`src/rtl/alu_cmd_sequencer_if.sv`:
```
// Interface bundling the command, ALU and result ports of the ALU command sequencer.
// The sequencer connects through the slave modport.
// The master modport belongs to whatever drives commands and plays the ALU.
interface alu_cmd_sequencer_if #(
    parameter int DATA_W = 4,
    parameter int SEL_W  = 4,
    parameter int OUT_W  = 9
) ();
    logic              cmd_valid;
    logic              cmd_ready;
    logic [DATA_W-1:0] cmd_a;
    logic [DATA_W-1:0] cmd_b;
    logic [SEL_W-1:0]  cmd_sel;

    logic [DATA_W-1:0] alu_a;
    logic [DATA_W-1:0] alu_b;
    logic [SEL_W-1:0]  alu_sel;
    logic [OUT_W-1:0]  alu_out;

    logic              res_valid;
    logic              res_ready;
    logic [OUT_W-1:0]  res_data;
    logic [SEL_W-1:0]  res_sel;
    logic              res_zero;
    logic              res_err;

    logic              busy;
    logic [7:0]        cmd_count;

    modport master (
        output cmd_valid, cmd_a, cmd_b, cmd_sel, alu_out, res_ready,
        input  cmd_ready, alu_a, alu_b, alu_sel, res_valid, res_data,
               res_sel, res_zero, res_err, busy, cmd_count
    );

    modport slave (
        input  cmd_valid, cmd_a, cmd_b, cmd_sel, alu_out, res_ready,
        output cmd_ready, alu_a, alu_b, alu_sel, res_valid, res_data,
               res_sel, res_zero, res_err, busy, cmd_count
    );
endinterface

```
`src/rtl/alu_cmd_sequencer.sv`:
```
// ALU command sequencer: buffers (a, b, sel) commands in a small FIFO.
// It drives one command at a time onto the ALU and captures the combinational result.
// The result is returned with zero/divide-by-zero flags over a valid/ready port.
module alu_cmd_sequencer #(
    parameter int DATA_W     = 4,
    parameter int SEL_W      = 4,
    parameter int OUT_W      = 9,
    parameter int FIFO_DEPTH = 4
) (
    input logic            clk,
    input logic            rst,
    alu_cmd_sequencer_if.slave bus
);
    localparam int PTR_W = $clog2(FIFO_DEPTH);
    localparam logic [SEL_W-1:0] OP_DIV = SEL_W'(3);

    typedef enum logic [1:0] {IDLE, EXEC, RESP} state_t;

    typedef struct packed {
        logic [DATA_W-1:0] a;
        logic [DATA_W-1:0] b;
        logic [SEL_W-1:0]  sel;
    } cmd_t;

    cmd_t              fifoMem_q [FIFO_DEPTH];
    logic [PTR_W:0]    wrPtr_q, rdPtr_q;
    state_t            state_q, state_d;

    logic [DATA_W-1:0] aluA_q, aluB_q;
    logic [SEL_W-1:0]  aluSel_q;
    logic              resValid_q;
    logic [OUT_W-1:0]  resData_q;
    logic [SEL_W-1:0]  resSel_q;
    logic              resZero_q;
    logic              resErr_q;
    logic [7:0]        cmdCount_q;

    logic              fifoEmpty, fifoFull;
    logic              push, pop, capture, resDone;
    cmd_t              headCmd;

    // Extra pointer bit separates full from empty when the index bits match.
    assign fifoEmpty     = (wrPtr_q == rdPtr_q);
    assign fifoFull      = (wrPtr_q[PTR_W] != rdPtr_q[PTR_W]) &&
                           (wrPtr_q[PTR_W-1:0] == rdPtr_q[PTR_W-1:0]);
    assign bus.cmd_ready = !rst && !fifoFull;
    assign push          = bus.cmd_valid && bus.cmd_ready;
    assign headCmd       = fifoMem_q[rdPtr_q[PTR_W-1:0]];

    // FIFO read/write pointers; a reset flushes every queued command.
    always_ff @(posedge clk or posedge rst) begin
        if (rst) begin
            wrPtr_q <= '0;
            rdPtr_q <= '0;
        end else begin
            if (push) wrPtr_q <= wrPtr_q + 1'b1;
            if (pop)  rdPtr_q <= rdPtr_q + 1'b1;
        end
    end

    // FIFO storage; only the pointers decide which contents are meaningful.
    always_ff @(posedge clk) begin
        if (push) fifoMem_q[wrPtr_q[PTR_W-1:0]] <= '{a: bus.cmd_a, b: bus.cmd_b, sel: bus.cmd_sel};
    end

    // FSM state register.
    always_ff @(posedge clk or posedge rst) begin
        if (rst) state_q <= IDLE;
        else     state_q <= state_d;
    end

    // Next state plus pop/capture/completion strobes; a completed result may pop the next command back-to-back.
    always_comb begin
        state_d = state_q;
        pop     = 1'b0;
        capture = 1'b0;
        resDone = 1'b0;
        case (state_q)
            IDLE: begin
                if (!fifoEmpty) begin
                    pop     = 1'b1;
                    state_d = EXEC;
                end
            end
            EXEC: begin
                capture = 1'b1;
                state_d = RESP;
            end
            RESP: begin
                if (bus.res_ready) begin
                    resDone = 1'b1;
                    if (!fifoEmpty) begin
                        pop     = 1'b1;
                        state_d = EXEC;
                    end else begin
                        state_d = IDLE;
                    end
                end
            end
            default: state_d = IDLE;
        endcase
    end

    // ALU operand registers, result capture with flags, and the completed-handshake counter.
    always_ff @(posedge clk or posedge rst) begin
        if (rst) begin
            aluA_q     <= '0;
            aluB_q     <= '0;
            aluSel_q   <= '0;
            resValid_q <= 1'b0;
            resData_q  <= '0;
            resSel_q   <= '0;
            resZero_q  <= 1'b0;
            resErr_q   <= 1'b0;
            cmdCount_q <= '0;
        end else begin
            if (pop) begin
                aluA_q   <= headCmd.a;
                aluB_q   <= headCmd.b;
                aluSel_q <= headCmd.sel;
            end
            if (capture) begin
                resValid_q <= 1'b1;
                resSel_q   <= aluSel_q;
                if (aluSel_q == OP_DIV && aluB_q == '0) begin
                    resData_q <= '0;
                    resZero_q <= 1'b0;
                    resErr_q  <= 1'b1;
                end else begin
                    resData_q <= bus.alu_out;
                    resZero_q <= (bus.alu_out == '0);
                    resErr_q  <= 1'b0;
                end
            end else if (resDone) begin
                resValid_q <= 1'b0;
                cmdCount_q <= cmdCount_q + 8'd1;
            end
        end
    end

    assign bus.alu_a     = aluA_q;
    assign bus.alu_b     = aluB_q;
    assign bus.alu_sel   = aluSel_q;
    assign bus.res_valid = resValid_q;
    assign bus.res_data  = resData_q;
    assign bus.res_sel   = resSel_q;
    assign bus.res_zero  = resZero_q;
    assign bus.res_err   = resErr_q;
    assign bus.busy      = (state_q != IDLE) || !fifoEmpty;
    assign bus.cmd_count = cmdCount_q;
endmodule
```
`src/flat_wrapper.sv`:
```
// flat-port wrapper written by rule: the top's interface ports become plain ports
module alu_cmd_sequencer_flat 
#(
    parameter int DATA_W     = 4,
    parameter int SEL_W      = 4,
    parameter int OUT_W      = 9,
    parameter int FIFO_DEPTH = 4
)
  (clk, rst, bus_cmd_valid, bus_cmd_a, bus_cmd_b, bus_cmd_sel, bus_alu_out, bus_res_ready, bus_cmd_ready, bus_alu_a, bus_alu_b, bus_alu_sel, bus_res_valid, bus_res_data, bus_res_sel, bus_res_zero, bus_res_err, bus_busy, bus_cmd_count);
  alu_cmd_sequencer_if #(.DATA_W(DATA_W), .SEL_W(SEL_W), .OUT_W(OUT_W)) bus_i ();
  input logic clk;
  input logic rst;
  input wire logic [$bits(bus_i.cmd_valid)-1:0] bus_cmd_valid;
  input wire logic [$bits(bus_i.cmd_a)-1:0] bus_cmd_a;
  input wire logic [$bits(bus_i.cmd_b)-1:0] bus_cmd_b;
  input wire logic [$bits(bus_i.cmd_sel)-1:0] bus_cmd_sel;
  input wire logic [$bits(bus_i.alu_out)-1:0] bus_alu_out;
  input wire logic [$bits(bus_i.res_ready)-1:0] bus_res_ready;
  output wire logic [$bits(bus_i.cmd_ready)-1:0] bus_cmd_ready;
  output wire logic [$bits(bus_i.alu_a)-1:0] bus_alu_a;
  output wire logic [$bits(bus_i.alu_b)-1:0] bus_alu_b;
  output wire logic [$bits(bus_i.alu_sel)-1:0] bus_alu_sel;
  output wire logic [$bits(bus_i.res_valid)-1:0] bus_res_valid;
  output wire logic [$bits(bus_i.res_data)-1:0] bus_res_data;
  output wire logic [$bits(bus_i.res_sel)-1:0] bus_res_sel;
  output wire logic [$bits(bus_i.res_zero)-1:0] bus_res_zero;
  output wire logic [$bits(bus_i.res_err)-1:0] bus_res_err;
  output wire logic [$bits(bus_i.busy)-1:0] bus_busy;
  output wire logic [$bits(bus_i.cmd_count)-1:0] bus_cmd_count;
  assign bus_i.cmd_valid = bus_cmd_valid;
  assign bus_i.cmd_a = bus_cmd_a;
  assign bus_i.cmd_b = bus_cmd_b;
  assign bus_i.cmd_sel = bus_cmd_sel;
  assign bus_i.alu_out = bus_alu_out;
  assign bus_i.res_ready = bus_res_ready;
  assign bus_cmd_ready = bus_i.cmd_ready;
  assign bus_alu_a = bus_i.alu_a;
  assign bus_alu_b = bus_i.alu_b;
  assign bus_alu_sel = bus_i.alu_sel;
  assign bus_res_valid = bus_i.res_valid;
  assign bus_res_data = bus_i.res_data;
  assign bus_res_sel = bus_i.res_sel;
  assign bus_res_zero = bus_i.res_zero;
  assign bus_res_err = bus_i.res_err;
  assign bus_busy = bus_i.busy;
  assign bus_cmd_count = bus_i.cmd_count;
  alu_cmd_sequencer #(.DATA_W(DATA_W), .SEL_W(SEL_W), .OUT_W(OUT_W), .FIFO_DEPTH(FIFO_DEPTH)) u_core (.clk(clk), .rst(rst), .bus(bus_i));
endmodule
```
`config.mk`:
```
export PLATFORM = sky130hd
export DESIGN_NAME = alu_cmd_sequencer_flat
export DESIGN_NICKNAME = d
export VERILOG_FILES = /design/src/rtl/alu_cmd_sequencer_if.sv /design/src/rtl/alu_cmd_sequencer.sv /design/src/flat_wrapper.sv
export SDC_FILE = /design/constraint.sdc
export NUM_CORES = 1
export LEC_CHECK = 0
export BUFFER_PORTS_ARGS = -buffer_cell sky130_fd_sc_hd__buf_2
export CAP_MARGIN = 20
export CORE_MARGIN = 3
export CORE_UTILIZATION = 55
export DETAILED_ROUTE_END_ITERATION = 6
export GPL_TIMING_DRIVEN = 0
export PLACE_DENSITY = 0.79
export SLEW_MARGIN = 20
export SYNTH_ARGS = -nofsm -noshare
export SYNTH_HDL_FRONTEND = slang
export SYNTH_SLANG_ARGS = --single-unit
```
`constraint.sdc`:
```
create_clock -name clk -period 2.7 [get_ports clk]
set_input_delay 0.54 -clock clk [delete_from_list [all_inputs] [get_ports clk]]
set_output_delay 0.54 -clock clk [all_outputs]
set_load 0.005 [all_outputs]
```
==> results.json, run 1 <==
{
  "slew_headroom_pct": 51.4,
  "ys_seq_area_share_pct": 69.9,
  "peakVddDrop_uv": 600,
  "cts_setup_buffers": 0,
  "drcViolationCount": 0,
  "fin_crit_sh_pct": 86.6,
  "setup_viol": 0,
  "clk_path_buf_depth": 2,
  "die_w_um": 87.3,
  "p_per_area_mw_per_mm2": 1090,
  "status": "completed",
  "worst_pin_slew_ns": 0.729,
  "post_cts_resized": 0,
  "synthCells": 232,
  "critical_path_arrival_ns": 2.33,
  "post-route-util_pct": 67.0,
  "worstPathMaxFanout": 13,
  "cts_tree": "built",
  "maxSlewViolCount": 0,
  "cap_viol_max_count": 0,
  "rrSetupSlack_ns": 0.36,
  "vias": 2102,
  "fin_nets": 337,
  "fillers": 453,
  "grt_max_degree": 26,
  "numCtsBuffers": 9,
  "ys_seq_elements": 92,
  "hold_buffers": 0,
  "leakage_nw": 1.78,
  "syn2layout_area_growth_pct": 17.5,
  "hold_viol_final": 0,
  "rows": 29,
  "crit_type": "reg -> reg",
  "numPortBuffers": 62,
  "dp_hpwl_um": 4420,
  "ys_types": 28,
  "setup.worst_path.start_class": "register",
  "synth_top_cell_by_area": "edfxtp_1",
  "ant_nets": 0,
  "end_kind": "register",
  "gp_congestion": 0.829,
  "ys_warn_count": 0,
  "grt_pass1_wl_um": 10000,
  "layout-drive-gt1-share_pct": 35.7,
  "multi_input_area_mm2": 0.00103,
  "cp_slowest_stage_delay_ns": 0.67,
  "num_antenna_cells": 0,
  "synth_top_area_share_pct": 39.6,
  "ios": 63,
  "synthTopCellsByArea": "edfxtp_1 40%, dfrtp_1 30%, mux4_2 7.4%",
  "fmax_mhz": 428,
  "grt_pass1_vias": 2114,
  "syn-num-nets": 263,
  "drt_wl_total_um": 6240,
  "grt_use_total_pct": 17.8,
  "cpMaxStageDelayCell": "and2_1",
  "insertion_delay_ns": 0.36,
  "synth_area_mm2": 0.00364,
  "clkTransAtPathRegs_ns": 0.10,
  "firstDrtPassIters": 5,
  "path_cells": "buf_4, xnor2_1, a311oi_2, and2_1",
  "fp.dieH_um": 87.3,
  "regArea_mm2": 0.00254,
  "dr.first_iter.drc_count": 78,
  "min_period_ns": 2.34,
  "ctsRootBufferMaster": "clkbuf_8",
  "core_area_mm2": 0.00639,
  "required_ns": 2.69,
  "vias_per_cell": 5.42,
  "dieArea_mm2": 0.00763,
  "rsz0062_at_grt": "false",
  "antenna_found_initial": 0,
  "initial_core_util_pct": 57.0,
  "grt_overflow": 0,
  "fin_skew_ns": 0.0103,
  "htree_num_levels": 3,
  "setup_tns_ns": 0,
  "wl_per_cell_um": 16.1,
  "min-delay-path-class": "in -> async",
  "synth.avg_cell_area_um2": 15.7,
  "cts_sinks": 92
}
==> synthesized netlist by cell type, drive strengths merged <==
master   n
a311oi   2
a31oi    1
and2     5
buf      3
clkbuf   5
dfrtp   44
edfxtp  48
ha       6
inv      5
mux2    14
mux4    12
nand2   40
nand2b   2
nand3    4
nand3b   1
nand4    2
nor2     5
nor2b    2
nor3     1
nor4     2
o21ai   11
o31ai    1
or4      1
xnor2    9
xor2     6
==> final timing paths <==
| path | start | end | depth (start not counted) |
|---|---|---|---|
| hold reg to reg | u_core.bus.res_valid | u_core.bus.res_valid | 2 |
| setup / recovery | u_core.rdPtr_q[0] | u_core.fifoMem_q[3][0] | 4 |
| hold / removal | rst | u_core.wrPtr_q[0] | 2 |
| min in group clk | bus_cmd_a[3] | u_core.fifoMem_q[2][11] | 1 |
| setup reg to reg | u_core.rdPtr_q[0] | u_core.fifoMem_q[3][0] | 4 |
| max in group asynchronous | rst | u_core.bus.res_data[5] | 3 |
==> layout make-up <==
| cell class | instances | share of cell area, % |
|---|---|---|
| flip-flops and latches | 92 | 59.5 |
| plain buffers | 8 | 0.995 |
| inverters | 5 | 0.439 |
| repair buffers | 63 | 7.72 |
| well taps | 77 | 2.25 |
| clock buffers | 9 | 2.90 |
| multi-input cells | 127 | 24.2 |
| clock inverters | 7 | 2.05 |
==> critical path: cells and delay by family (launching register included) <==
kind                   cells  cell delay [ns]
AND/OR/NAND/NOR            1             0.67
flip-flops                 1             0.39
XOR/XNOR                   1             0.21
buffers and inverters      1             0.16
AO/OA/AOI/OAI              1             0.52
==> cells by family (layout without fill, tap and decap cells) <==
logic type                 after synthesis  after routing  synth area share, %
DFF                                     92             92                 69.9
and+or+nand+nor                         65             65                 7.98
muxes                                   26             26                 11.8
AOI/OAI and AO/OA                       15             15                 3.03
xor gates and xnor gates                15             15                 3.61
buffers and inverters                   13             92                 1.69
adders and majority gates                6              6                 2.06
==> report_power, final <==
group | switching [mW] | internal [mW] | leakage (nW) | total, mW
sequential | 0.271 | 1.87 | 0.975 | 2.14
combinational | 0.765 | 0.807 | 0.698 | 1.57
clock | 0.506 | 0.452 | 0.109 | 0.958
==> registers in the layout (all words and copies together), names as in the netlist <==
signal                flops
u_core.bus.alu_sel        4
u_core.bus.res_sel        4
u_core.bus.res_valid      1
u_core.bus.alu_a          4
u_core.bus.cmd_count      8
u_core.state_q            2
u_core.rdPtr_q            3
u_core.bus.res_zero       1
u_core.fifoMem_q         48
u_core.wrPtr_q            3
u_core.bus.res_data       9
u_core.bus.alu_b          4
u_core.bus.res_err        1
==> per-stage QoR <==
stage	hold slack (ns)	power, mW	area (um2)	cells	worst slack [ns]
6_report	0.208	4.67	4280	388	0.362
5_1_grt	0.218	4.99	4280	388	0.209
4_1_cts	0.210	4.74	4280	388	0.297
3_5_place_dp	0.460	3.79	4070	372	0.307
3_3_place_gp	0.457	3.70	4050	371	0.408
2_1_floorplan	0.468	3.22	3640	232	0.733
==> layer usage <==
metal	wire length, um	global-route usage (%)
met1	2610	21.4
met2	3130	29.9
met3	453	6.24
met4	53	6.14
met5	0	0
==> layout by cell type, fill, tap and decap left out, types with 9 or more instances in the layout <==
cell type  count
edfxtp_1      48
o21ai_0       11
clkbuf_8       9
buf_2         63
nand2_1       40
xnor2_1        9
mux4_2        12
mux2_2        14
dfrtp_1       44
(Power assumes the default switching activity.)
==> inputs of run 2 (changes only) <==
--- a/config.mk
+++ b/config.mk
@@ -8,10 +8,11 @@
 export BUFFER_PORTS_ARGS = -buffer_cell sky130_fd_sc_hd__buf_2
 export CAP_MARGIN = 20
 export CORE_MARGIN = 3
-export CORE_UTILIZATION = 55
+export CORE_UTILIZATION = 58
+export CTS_BUF_LIST = sky130_fd_sc_hd__clkbuf_8
 export DETAILED_ROUTE_END_ITERATION = 6
 export GPL_TIMING_DRIVEN = 0
-export PLACE_DENSITY = 0.79
+export PLACE_DENSITY = 0.82
 export SLEW_MARGIN = 20
 export SYNTH_ARGS = -nofsm -noshare
 export SYNTH_HDL_FRONTEND = slang
==> run 2 against run 1 <==
Compared with the run above: clock-buffer cell count unchanged; wire length rose by 3.9%; utilization is 4.5 points higher; flip-flop and latch count unchanged; critical endpoint is now u_core.fifoMem_q[3][6].
==> results.json, run 2 (synthesized netlist as in run 1, its figures left out) <==
{
  "crit_type": "reg -> reg",
  "initial_core_util_pct": 60.7,
  "maxSlewViolCount": 0,
  "setup_viol": 0,
  "fin_skew_ns": 0.00497,
  "cp-startpoint": "u_core.rdPtr_q[0]",
  "cpMaxStageDelayCell": "and2_1",
  "post-route-util_pct": 71.4,
  "critical_path_buf_inv_count": 1,
  "htree_num_levels": 3,
  "antenna_found_initial": 0,
  "path_cells": "buf_4, xnor2_1, a311oi_2, and2_1",
  "hold_buffers": 0,
  "layout-drive-gt1-share_pct": 35.4,
  "rsz0062_at_grt": "false",
  "cts_tree": "built",
  "fp.dieH_um": 85.2,
  "dp_hpwl_um": 4380,
  "min-delay-path-class": "in -> async",
  "grt_overflow": 0,
  "vias_per_cell": 5.44,
  "min_period_ns": 2.36,
  "stdcell_area_mm2": 0.00428,
  "fmax_mhz": 424,
  "fin_nets": 337,
  "grt_pass1_vias": 2137,
  "dieArea_mm2": 0.00726,
  "grt_pass1_wl_um": 10500,
  "cts_sinks": 92,
  "numPortBuffers": 62,
  "clk_path_buf_depth": 2,
  "vias": 2101,
  "required_ns": 2.69,
  "dr.first_iter.drc_count": 64,
  "worstPathMaxFanout": 13,
  "gp_congestion": 0.822,
  "cts_setup_buffers": 0,
  "syn2layout_area_growth_pct": 17.6,
  "worst_pin_slew_ns": 0.731,
  "end_kind": "register",
  "regToRegEndpoint": "u_core.fifoMem_q[3][6]",
  "fillers": 411,
  "slew_headroom_pct": 51.3,
  "path_delay_family": "simple AND/OR/NAND/NOR gates",
  "p_total_mw": 4.72,
  "hold_viol_final": 0,
  "firstDrtPassIters": 4,
  "drcViolationCount": 0,
  "final_cell_mix": "63 x buf_2, 48 x edfxtp_1, 44 x dfrtp_1",
  "numCtsBuffers": 9,
  "largest_register_ffs": 48,
  "whs_ns": 0.214,
  "die_w_um": 85.2,
  "cp-endpoint": "u_core.fifoMem_q[3][6]",
  "ant_nets": 0,
  "grt_max_degree": 25,
  "peakVddDrop_uv": 737,
  "num_antenna_cells": 0,
  "ctsRootBufferMaster": "clkbuf_8",
  "status": "completed",
  "ios": 63,
  "cap_viol_max_count": 0,
  "critical_path_arrival_ns": 2.34,
  "core_area_mm2": 0.00599,
  "setup_tns_ns": 0,
  "grt_use_total_pct": 19.5,
  "clkTransAtPathRegs_ns": 0.09,
  "p_per_area_mw_per_mm2": 1100,
  "r2r_cells": 4,
  "wl_per_cell_um": 16.8,
  "setup.worst_path.start_class": "register",
  "rows": 28,
  "mostFrequentLayoutCell": "buf_2",
  "fin_crit_sh_pct": 87.3,
  "worst-path-stages": 4,
  "cp_slowest_stage_delay_ns": 0.68,
  "insertion_delay_ns": 0.35,
  "place_area_mm2": 0.00406,
  "leakage_nw": 1.78,
  "timing.rr.start": "u_core.rdPtr_q[0]",
  "rrSetupSlack_ns": 0.34,
  "drt_wl_total_um": 6490,
  "post_cts_resized": 0
}
## run 2: worst min-delay path by stage
stage | start | endpoint
final | rst | u_core.bus.cmd_count[4]
after global routing | rst | u_core.bus.res_data[5]
after CTS | rst | u_core.bus.cmd_count[6]
after detailed placement | u_core.bus.cmd_count[7] | u_core.bus.cmd_count[7]
after global placement | u_core.bus.res_sel[2] | u_core.bus.res_sel[2]
after floorplan | u_core.bus.cmd_count[7] | u_core.bus.cmd_count[7]
## run 2: final cells by class
| class | count | area, um2 | area share [%] |
|---|---|---|---|
| multi-input combinational | 127 | 1030 | 24.2 |
| timing repair buffer | 63 | 330 | 7.72 |
| sequential | 92 | 2540 | 59.4 |
| clock inverter | 7 | 92.6 | 2.16 |
| clock buffer | 9 | 124 | 2.89 |
| inverter | 5 | 18.8 | 0.439 |
| tap | 75 | 93.8 | 2.19 |
| buffer | 8 | 42.5 | 0.994 |
## run 2: where the power goes
group / switching (mW) / leakage, nW / internal [mW]
clock network: 0.478 / 0.107 / 0.518
logic: 0.771 / 0.698 / 0.804
registers: 0.277 / 0.975 / 1.87
## run 2: metrics by stage
step,setup WS [ns],std cells
final,0.344,386
after global routing,0.185,386
after CTS,0.312,386
after detailed placement,0.329,370
after global placement,0.387,369
after floorplan,0.733,232
## run 2: per-layer routing
metal	track usage [%]	wire length, um	share of wire [%]	vias up
met2	32.0	3180	49	76
li1	-	-	-	983
met4	8.20	102	1.6	0
met5	0	0	0	-
met1	25.2	2790	43	1032
met3	4.27	413	6.4	10
